`config.mk`:
```
export PLATFORM = sky130hd
export DESIGN_NAME = joybus_poll_sched
export DESIGN_NICKNAME = d
export VERILOG_FILES = /design/src/rtl/joybus_poll_sched.sv
export SDC_FILE = /design/constraint.sdc
export NUM_CORES = 1
export LEC_CHECK = 0
export ABC_AREA = 1
export CORE_MARGIN = 4
export CORE_UTILIZATION = 40
export DETAILED_ROUTE_END_ITERATION = 12
export PLACE_DENSITY = 0.7
export SLEW_MARGIN = 30
export SYNTH_ARGS = -nofsm -noshare
export SYNTH_HDL_FRONTEND = slang
export SYNTH_SLANG_ARGS = --single-unit
```
`constraint.sdc`:
```
create_clock -name clk -period 2.11 [get_ports clk]
set_clock_uncertainty 0.05 [all_clocks]
set_input_delay 0.422 -clock clk [delete_from_list [all_inputs] [get_ports clk]]
set_output_delay 0.422 -clock clk [all_outputs]
set_load 0.02 [all_outputs]
```
`src/rtl/joybus_poll_sched.sv`:
```
// JOYBUS poll scheduler: probes for a controller (0x00), then polls
// buttons (0x01) at a fixed interval and tracks controller presence.
//
// Ports:
//   clk, rst_n          clock, async active-low reset
//   enable              run the probe/poll sequence
//   phy_tx_start/cmd    command launch pulse and command byte
//   phy_tx_done         command fully sent
//   phy_rx_en           response awaited
//   phy_rx_done/data/   response complete, left-justified bits,
//   phy_rx_bytes        and received byte count
//   btn_state           last good poll response ([31]=A [30]=B [29]=Z)
//   state_valid         pulse when btn_state updates
//   cntlr_id            device ID from last good probe
//   cntlr_present       controller detected and responding
//   err_timeout         pulse on a counted failed transaction
//
// Build option: JB_SCHED_RETRY_EN re-issues a failed poll once.

module joybus_poll_sched #(
  parameter int unsigned POLL_CYCLES    = 416_666,
  parameter int unsigned TIMEOUT_CYCLES = 2_500,
  parameter int unsigned MAX_MISSES     = 3
) (
  input  logic        clk,
  input  logic        rst_n,
  input  logic        enable,
  output logic        phy_tx_start,
  output logic [7:0]  phy_tx_cmd,
  input  logic        phy_tx_done,
  output logic        phy_rx_en,
  input  logic        phy_rx_done,
  input  logic [31:0] phy_rx_data,
  input  logic [2:0]  phy_rx_bytes,
  output logic [31:0] btn_state,
  output logic        state_valid,
  output logic [15:0] cntlr_id,
  output logic        cntlr_present,
  output logic        err_timeout
);

  localparam int TW = $clog2(TIMEOUT_CYCLES + 1);
  localparam int PW = $clog2(POLL_CYCLES + 1);
  localparam int MW = $clog2(MAX_MISSES + 1);

  localparam logic [TW-1:0] T_LAST = TW'(TIMEOUT_CYCLES - 1);
  localparam logic [TW-1:0] T_MAX  = TW'(TIMEOUT_CYCLES);
  localparam logic [PW-1:0] P_LAST = PW'(POLL_CYCLES - 1);
  localparam logic [PW-1:0] P_MAX  = PW'(POLL_CYCLES);
  localparam logic [MW-1:0] M_LAST = MW'(MAX_MISSES - 1);

  localparam logic [1:0] S_IDLE = 2'd0;
  localparam logic [1:0] S_TX   = 2'd1;
  localparam logic [1:0] S_RX   = 2'd2;
  localparam logic [1:0] S_WAIT = 2'd3;

  localparam logic [7:0] CMD_PROBE = 8'h00;
  localparam logic [7:0] CMD_POLL  = 8'h01;

  logic [1:0]    state_q, state_d;
  logic [7:0]    cmd_q, cmd_d;
  logic          start_q, start_d;
  logic [TW-1:0] tcnt_q, tcnt_d;
  logic [PW-1:0] icnt_q, icnt_d;
  logic [MW-1:0] miss_q, miss_d;
  logic [31:0]   btn_q, btn_d;
  logic [15:0]   id_q, id_d;
  logic          pres_q, pres_d;
  logic          valid_q, valid_d;
  logic          err_q, err_d;
`ifdef JB_SCHED_RETRY_EN
  logic          retry_q, retry_d;
`endif

  logic       is_poll;
  logic       expired;
  logic       good;
  logic       launch;
  logic       fail;
  logic [7:0] launch_cmd;

  assign is_poll    = (cmd_q == CMD_POLL);
  assign expired    = (tcnt_q == T_LAST);
  assign good       = (phy_rx_bytes == (is_poll ? 3'd4 : 3'd3));
  assign launch_cmd = pres_q ? CMD_POLL : CMD_PROBE;

  always_comb begin
    state_d = state_q;
    cmd_d   = cmd_q;
    start_d = 1'b0;
    tcnt_d  = tcnt_q;
    icnt_d  = icnt_q;
    miss_d  = miss_q;
    btn_d   = btn_q;
    id_d    = id_q;
    pres_d  = pres_q;
    valid_d = 1'b0;
    err_d   = 1'b0;
    launch  = 1'b0;
    fail    = 1'b0;
`ifdef JB_SCHED_RETRY_EN
    retry_d = retry_q;
`endif
    unique case (state_q)
      S_IDLE: begin
        if (enable) launch = 1'b1;
      end
      S_TX: begin
        if (phy_tx_done) begin
          state_d = S_RX;
          tcnt_d  = '0;
        end
      end
      S_RX: begin
        // rx_done takes priority over an expiring timeout
        if (phy_rx_done || expired) begin
          icnt_d  = '0;
          state_d = enable ? S_WAIT : S_IDLE;
          if (phy_rx_done && good) begin
            miss_d = '0;
            if (is_poll) begin
              btn_d   = phy_rx_data;
              valid_d = 1'b1;
            end else begin
              id_d   = phy_rx_data[31:16];
              pres_d = 1'b1;
            end
          end else begin
`ifdef JB_SCHED_RETRY_EN
            if (is_poll && !retry_q) begin
              state_d = S_TX;
              start_d = 1'b1;
              retry_d = 1'b1;
            end else begin
              fail = 1'b1;
            end
`else
            fail = 1'b1;
`endif
          end
        end else if (tcnt_q != T_MAX) begin
          tcnt_d = tcnt_q + 1'b1;
        end
      end
      S_WAIT: begin
        if (!enable) begin
          state_d = S_IDLE;
        end else if (icnt_q == P_LAST) begin
          launch = 1'b1;
        end else if (icnt_q != P_MAX) begin
          icnt_d = icnt_q + 1'b1;
        end
      end
      default: state_d = S_IDLE;
    endcase

    if (launch) begin
      state_d = S_TX;
      start_d = 1'b1;
      cmd_d   = launch_cmd;
`ifdef JB_SCHED_RETRY_EN
      retry_d = 1'b0;
`endif
    end

    // Only polls count toward losing the controller
    if (fail) begin
      err_d = 1'b1;
      if (is_poll) begin
        if (miss_q >= M_LAST) begin
          miss_d = '0;
          pres_d = 1'b0;
        end else begin
          miss_d = miss_q + 1'b1;
        end
      end
    end
  end

  always_ff @(posedge clk or negedge rst_n) begin
    if (!rst_n) begin
      state_q <= S_IDLE;
      cmd_q   <= '0;
      start_q <= 1'b0;
      tcnt_q  <= '0;
      icnt_q  <= '0;
      miss_q  <= '0;
      btn_q   <= '0;
      id_q    <= '0;
      pres_q  <= 1'b0;
      valid_q <= 1'b0;
      err_q   <= 1'b0;
`ifdef JB_SCHED_RETRY_EN
      retry_q <= 1'b0;
`endif
    end else begin
      state_q <= state_d;
      cmd_q   <= cmd_d;
      start_q <= start_d;
      tcnt_q  <= tcnt_d;
      icnt_q  <= icnt_d;
      miss_q  <= miss_d;
      btn_q   <= btn_d;
      id_q    <= id_d;
      pres_q  <= pres_d;
      valid_q <= valid_d;
      err_q   <= err_d;
`ifdef JB_SCHED_RETRY_EN
      retry_q <= retry_d;
`endif
    end
  end

  assign phy_tx_start  = start_q;
  assign phy_tx_cmd    = cmd_q;
  assign phy_rx_en     = (state_q == S_RX);
  assign btn_state     = btn_q;
  assign state_valid   = valid_q;
  assign cntlr_id      = id_q;
  assign cntlr_present = pres_q;
  assign err_timeout   = err_q;

endmodule

```
==> results of run 1 <==
-- where the power goes --
| part | total [mW] | internal, mW | switching, mW |
|---|---|---|---|
| Clock | 1.65 | 0.931 | 0.723 |
| Combinational | 3.34 | 1.50 | 1.84 |
| Sequential | 2.59 | 2.23 | 0.364 |
-- routing by layer --
layer,track usage,wire [um]
met2,0.278,5120
met1,0.222,4940
met5,0,0
met4,0.0688,193
met3,0.0518,857
-- path summary, 6_finish.rpt --
path                                                  end  depth (start not counted)  slack [ps]
worst max-delay path                        phy_tx_cmd[0]                          1         190
worst min-delay path            btn_state[25]$_DFFE_PN0P_                          1          20
worst max register to register      icnt_q[7]$_DFFE_PN0P_                         12         200
worst min register to register  btn_state[21]$_DFFE_PN0P_                          2         430
max in group asynchronous        btn_state[8]$_DFFE_PN0P_                          2        1350
min in group clk                btn_state[21]$_DFFE_PN0P_                          2         430
-- synth_stat cells (4+ instances only) --
master | count | share of area
nand2_1 | 189 | 0.15
dfrtp_1 | 88 | 0.47
nor2_1 | 56 | 0.045
inv_1 | 28 | 0.022
nand3_1 | 28 | 0.030
nand2_2 | 15 | 0.020
xor2_1 | 14 | 0.026
nor3_1 | 13 | 0.014
ha_1 | 10 | 0.027
inv_2 | 9 | 0.0072
mux2_1 | 9 | 0.022
o21ai_0 | 9 | 0.0096
o21ai_2 | 9 | 0.017
buf_4 | 8 | 0.013
buf_2 | 7 | 0.0075
mux2_2 | 7 | 0.017
o21ai_1 | 7 | 0.0075
xnor2_1 | 7 | 0.013
nand4_1 | 5 | 0.0067
clkbuf_1 | 4 | 0.0032
-- flip-flops by register name, indices dropped and copies added, names as in the netlist --
signal         count
tcnt_q            12
state_valid        1
phy_tx_cmd         1
cntlr_present      1
icnt_q            19
phy_tx_start       1
err_timeout        1
miss_q             2
cntlr_id          16
state_q            2
btn_state         32
-- through the flow --
| stage | power, mW | util | instance area, sq um | setup TNS [ps] |
|---|---|---|---|---|
| 5_1_grt | 8.06 | 0.537 | 6160 | 0 |
| 3_5_place_dp | 5.99 | 0.510 | 5850 | -12.4 |
| 3_3_place_gp | 5.91 | 0.510 | 5850 | 0 |
| 6_report | 7.59 | 0.537 | 6160 | 0 |
| 2_1_floorplan | 4.45 | - | 4720 | 0 |
| 4_1_cts | 7.68 | 0.537 | 6160 | 0 |
-- what timing repair did --
action | 4_1_cts | 5_1_grt
hold buffers | 0 | 0
endpoints found under the hold margin | 0 | 0
endpoints found under the setup margin | 1 | 0
resized for setup | 1 | 0
-- kinds of logic after synthesis --
logic type,Yosys count,synth area share
XOR/XNOR,21,0.0392
multiplexers,16,0.0384
buffers and inverters,60,0.0663
AO/OA/AOI/OAI,33,0.0472
AND/OR/NAND/NOR,326,0.313
other,1,0.000798
adder cells (fa/ha/maj),10,0.0266
flip-flops,88,0.469
-- worst register-to-register path, cell delays in order, from the launching register on --
cell and delay [ps]:
dfrtp_1 420, ha_1 250, inv_1 70, nor3_1 200, nand3_2 120, nand2_2 90, nand2_4 70, nand2_4 80
nand2_4 60, nor2_8 110, buf_12 170, nand2_1 80, o21ai_2 60
-- layout by cell type (no fill, tap or decap), drive strengths merged, types with 2 or more instances in the layout --
master / Yosys / final
clkinvlp: 0 / 4
nand3b: 2 / 2
dfrtp: 88 / 88
clkbuf: 4 / 9
inv: 37 / 39
ha: 10 / 10
a21oi: 3 / 3
nand2: 207 / 207
nor3: 16 / 16
nand4: 7 / 7
nor2: 59 / 59
o21ai: 25 / 25
nor4: 2 / 2
xnor2: 7 / 7
nand3: 31 / 31
buf: 19 / 19
xor2: 14 / 14
clkdlybuf4s50: 0 / 91
conb: 1 / 7
mux2: 16 / 16
-- layout make-up --
cell class,instances,area [sq um],area share
clock inverter,7,80.1,0.0130
tap,143,179,0.0291
clock buffer,9,225,0.0366
timing repair buffer,111,1120,0.183
sequential,88,2200,0.358
inverter,37,139,0.0226
multi-input combinational,413,2210,0.358
==> summary.txt, run 1 <==
Finish
  – Nets@finish: 710
  – Layout cells sized above 1: 0.138
  – Cell Count, Final, Fillers Out: 808
  – Diodes inserted: 0
  – Area grow syn2layout: 31.1%
  – Fill cells: 1047

Drt
  – Drt pass-1 iters: 5
  – DR DRC count: 0
  – Antenna viol nets, final: 0
  – First DRT Iteration DRCs: 186
  – Detailed Route WL: 11100 um
  – Vias: 3883
  – DR vias/cell: 4.81
  – WL/cell: 13.8 um

Clock tree
  – Clock Path Buffers: 2
  – Clock slew at reported path FFs: 70 ps
  – TritonCTS clock tree: done
  – Clk Latency, worst-skew pair: 340 ps
  – Number of H-tree levels: 3
  – Root Buffer Master: clkbuf_16
  – Post-CTS Setup Inserts: 0
  – Clock sinks: 88
  – Num CTS Buffers: 9

Timing
  – Final setup margin: 188 ps
  – Hold Vio Cnt, Final: 0
  – RSZ-0062 raised after global routing: false
  – Minimum clock period: 1920 ps
  – Worst-Margin Slew: 565 ps
  – Rel. slew slack: 0.623
  – Fmax achieved: 520 MHz
  – Final Max Tran Viols: 0
  – Final period utilization: 0.911
  – Min Hold Slack: 24.3 ps
  – Final setup violation count: 0

Placement
  – Post-DP HPWL: 8270 um
  – Placed Instances: 792
  – GP Congestion: 0.829
  – PortBufs: 93
  – Pre-CTS setup slack: -8.43 ps

Worst setup path
  – Critical path peak fanout: 5
  – CP bufs+invs: 1
  – Crit path max-delay family: buffers and inverters
  – CP startpoint kind: flop
  – Setup crit start: phy_tx_cmd[0]$_DFFE_PN0P_
  – Critical path required time: 1640 ps
  – Worst r2r src: tcnt_q[0]$_DFFE_PN0P_
  – CP Data Arrival Time: 1450 ps
  – Worst-path cell chain: clkdlybuf4s50_1
  – Worst setup EP type: primary output
  – Setup CP Type: reg -> out
  – CP max stage delay: 650 ps
  – Slowest CP cell: clkdlybuf4s50_1

Global routing
  – Global-route wire length before repair: 18800 um
  – Largest net degree at the start of global routing: 43
  – Total GRT Usage: 0.174
  – Initial antenna violation count: 0
  – Gr ovfl total: 0
  – Vias in the first global route: 4046

Synth
  – Seq/Total Area, Yosys: 0.469
  – Synth cell types: 43
  – Top FF cell, synth: dfrtp_1
  – Avg Cell Area, Syn: 8.46 sq um
  – Synth Cell Area: 4700 sq um
  – FF+latch count, synth: 88
  – EDFF count, synth: 0
  – Async set or reset register ratio after synthesis: 1.00
  – Post-Synthesis Cells: 555
  – Ys Warns: 0

Die
  – Die height: 116 um
  – FP Rows: 39
  – Die area: 13500 sq um
  – CORE AREA: 11500 sq um
  – Starting Density: 0.410
  – I/O pin cnt: 101
  – Die width: 116 um

Flow run
  – Max Cap Viol: 0

Pwr
  – Static Leak: 2.80 nW
  – Pwr dens: 1230 nW/um^2
  – Max VDD drop: 0.000717 V

Status
  – Status: completed

Worst hold path
  – Hold Path Class: in -> async
Power figures use the tool's default switching activity.
==> inputs of run 2 (changes only) <==
--- a/config.mk
+++ b/config.mk
@@ -6,6 +6,7 @@
 export NUM_CORES = 1
 export LEC_CHECK = 0
 export ABC_AREA = 1
+export CAP_MARGIN = 0
 export CORE_MARGIN = 4
 export CORE_UTILIZATION = 40
 export DETAILED_ROUTE_END_ITERATION = 12
==> constraint.sdc (replaced) <==
create_clock -name clk -period 2.25 [get_ports clk]
set_clock_uncertainty 0.05 [all_clocks]
set_input_delay 0.45 -clock clk [delete_from_list [all_inputs] [get_ports clk]]
set_output_delay 0.45 -clock clk [all_outputs]
set_load 0.02 [all_outputs]
==> run 2 against run 1 <==
Against the previous run: clock power is 8% lower; largest cell class unchanged; final cell count shrank 0.74%; sequential power fell by 6%; critical path depth is 2 higher; first-iteration DRC count rose by 7.0%.
==> summary.txt, run 2 (synthesized netlist as in run 1, its figures left out) <==
Die
  – Starting Density: 0.410 (unchanged)
  – I/O pin cnt: 101 (unchanged)
  – FP Rows: 39 (unchanged)
  – CORE AREA: 11500 sq um (unchanged)
  – Die height: 116 um (unchanged)
  – Die area: 13500 sq um (unchanged)
  – Die width: 116 um (unchanged)

Placement
  – PortBufs: 93 (unchanged)
  – Post-DP HPWL: 8220 um (was 8270 um)
  – GP Congestion: 0.897 (was 0.829)

Global routing
  – Largest net degree at the start of global routing: 44 (was 43)
  – Vias in the first global route: 3917 (was 4046)
  – Global-route wire length before repair: 18700 um (was 18800 um)
  – Total GRT Usage: 0.175 (was 0.174)
  – Gr ovfl total: 0 (unchanged)
  – Initial antenna violation count: 0 (unchanged)

Flow run
  – Max Cap Viol: 0 (unchanged)

Worst setup path
  – R2R setup slack: 230 ps (was 200 ps)
  – Worst R2R End: tcnt_q[6]$_DFFE_PN0P_ (was icnt_q[7]$_DFFE_PN0P_)
  – Worst-path cell chain: inv_1, ha_1, clkdlybuf4s50_1 (was clkdlybuf4s50_1)
  – Setup CP Type: reg -> out (unchanged)
  – Slowest CP cell: clkdlybuf4s50_1 (unchanged)
  – CP bufs+invs: 2 (was 1)
  – CP Data Arrival Time: 1650 ps (was 1450 ps)
  – Critical path required time: 1750 ps (was 1640 ps)
  – Worst r2r src: state_q[0]$_DFFE_PN0P_ (was tcnt_q[0]$_DFFE_PN0P_)
  – CP startpoint kind: flop (unchanged)
  – Critical path peak fanout: 4 (was 5)
  – Worst setup EP type: primary output (unchanged)
  – R2R cell count: 11 (was 12)
  – CP max stage delay: 610 ps (was 650 ps)
  – Crit path max-delay family: buffers and inverters (unchanged)

Drt
  – Antenna viol nets, final: 0 (unchanged)
  – DR vias/cell: 4.82 (was 4.81)
  – Drt pass-1 iters: 4 (was 5)
  – Vias: 3866 (was 3883)
  – WL/cell: 13.8 um (about the same)
  – Detailed Route WL: 11100 um (about the same)
  – First DRT Iteration DRCs: 199 (was 186)
  – DR DRC count: 0 (unchanged)

Finish
  – Fin util: 0.532 (was 0.537)
  – Most frequent cells in the layout: nand2_1 (189), clkdlybuf4s50_1 (92), dfrtp_1 (88) (was nand2_1 (189), clkdlybuf4s50_1 (91), dfrtp_1 (88))
  – Max reg flops: 32 (unchanged)
  – Diodes inserted: 0 (unchanged)
  – Commonest non-fill, non-tap cell in the layout: nand2_1 (unchanged)
  – Fill cells: 1089 (was 1047)
  – Area grow syn2layout: 29.8% (was 31.1%)
  – Nets@finish: 704 (was 710)
  – Layout cells sized above 1: 0.131 (was 0.138)

Pwr
  – Pwr dens: 1150 nW/um^2 (was 1230 nW/um^2)
  – Static Leak: 2.78 nW (was 2.80 nW)
  – Max VDD drop: 0.000691 V (was 0.000717 V)

Worst hold path
  – Hold Path Class: in -> async (unchanged)

Clock tree
  – Num CTS Buffers: 9 (unchanged)
  – Number of H-tree levels: 3 (unchanged)
  – TritonCTS clock tree: done (unchanged)
  – Clk Latency, worst-skew pair: 340 ps (about the same)
  – Resized cells post-CTS: 0 (was 1)
  – Clock sinks: 88 (unchanged)
  – Clock Path Buffers: 2 (unchanged)
  – Clock slew at reported path FFs: 60 ps (was 70 ps)
  – Post-CTS Setup Inserts: 0 (unchanged)
  – Root Buffer Master: clkbuf_16 (unchanged)
  – Hold Buf Count CTS: 0 (unchanged)

Timing
  – Fmax achieved: 465 MHz
  – Worst-Margin Slew: 599 ps (was 565 ps)
  – Rel. slew slack: 0.601 (was 0.623)
  – Minimum clock period: 2150 ps
  – Hold Vio Cnt, Final: 0 (unchanged)
  – Final Max Tran Viols: 0 (unchanged)
  – RSZ-0062 raised after global routing: false (unchanged)
  – Setup tns final: 0 ps (unchanged)
  – Final period utilization: 0.955
  – Final setup violation count: 0 (unchanged)

Status
  – Status: completed (unchanged)
-- run 2: metal layers --
layer | vias to the layer above | routed length [um] | global-route usage
li1 | 1940 | - | -
met1 | 1826 | 5000 | 0.224
met2 | 87 | 5190 | 0.282
met3 | 13 | 710 | 0.0508
met4 | 0 | 199 | 0.0634
met5 | - | 0 | 0
-- run 2: how the worst max path moves through the flow --
stage	startpoint	endpoint	slack, ps	cells past startpoint
finish	state_q[0]$_DFFE_PN0P_	phy_rx_en	100	3
global placement	phy_rx_bytes[0]	cntlr_id[5]$_DFFE_PN0P_	120	6
CTS	state_q[0]$_DFFE_PN0P_	phy_rx_en	80	3
detailed placement	phy_rx_bytes[0]	cntlr_id[10]$_DFFE_PN0P_	80	6
floorplan	state_q[0]$_DFFE_PN0P_	cntlr_id[10]$_DFFE_PN0P_	250	7
global route	state_q[0]$_DFFE_PN0P_	tcnt_q[1]$_DFFE_PN0P_	2	11
-- run 2: power by group --
group          total (mW)  leakage [nW]  switching [mW]  internal [mW]
combinational        3.04          1.46            1.70           1.34
sequential           2.44          1.17           0.349           2.09
clock                1.52         0.152           0.647          0.872
-- run 2: area by class of cell --
cell class | instances | area, sq um | area share
tap | 143 | 179 | 0.0293
sequential | 88 | 2200 | 0.361
timing repair buffer | 105 | 1070 | 0.175
multi-input combinational | 413 | 2210 | 0.362
clock inverter | 7 | 77.6 | 0.0127
clock buffer | 9 | 225 | 0.0369
inverter | 37 | 139 | 0.0228
-- run 2: stage by stage --
stage	setup WS [ps]	instances	total power [mW]	hold WS [ps]	cell area [sq um]
floorplan	250	561	4.17	104	4720
global placement	123	786	5.45	412	5790
detailed placement	77.5	786	5.52	414	5790
CTS	75.5	802	7.09	90.4	6100
global route	2.26	802	7.47	126	6100
finish	100	802	7.00	66.7	6100
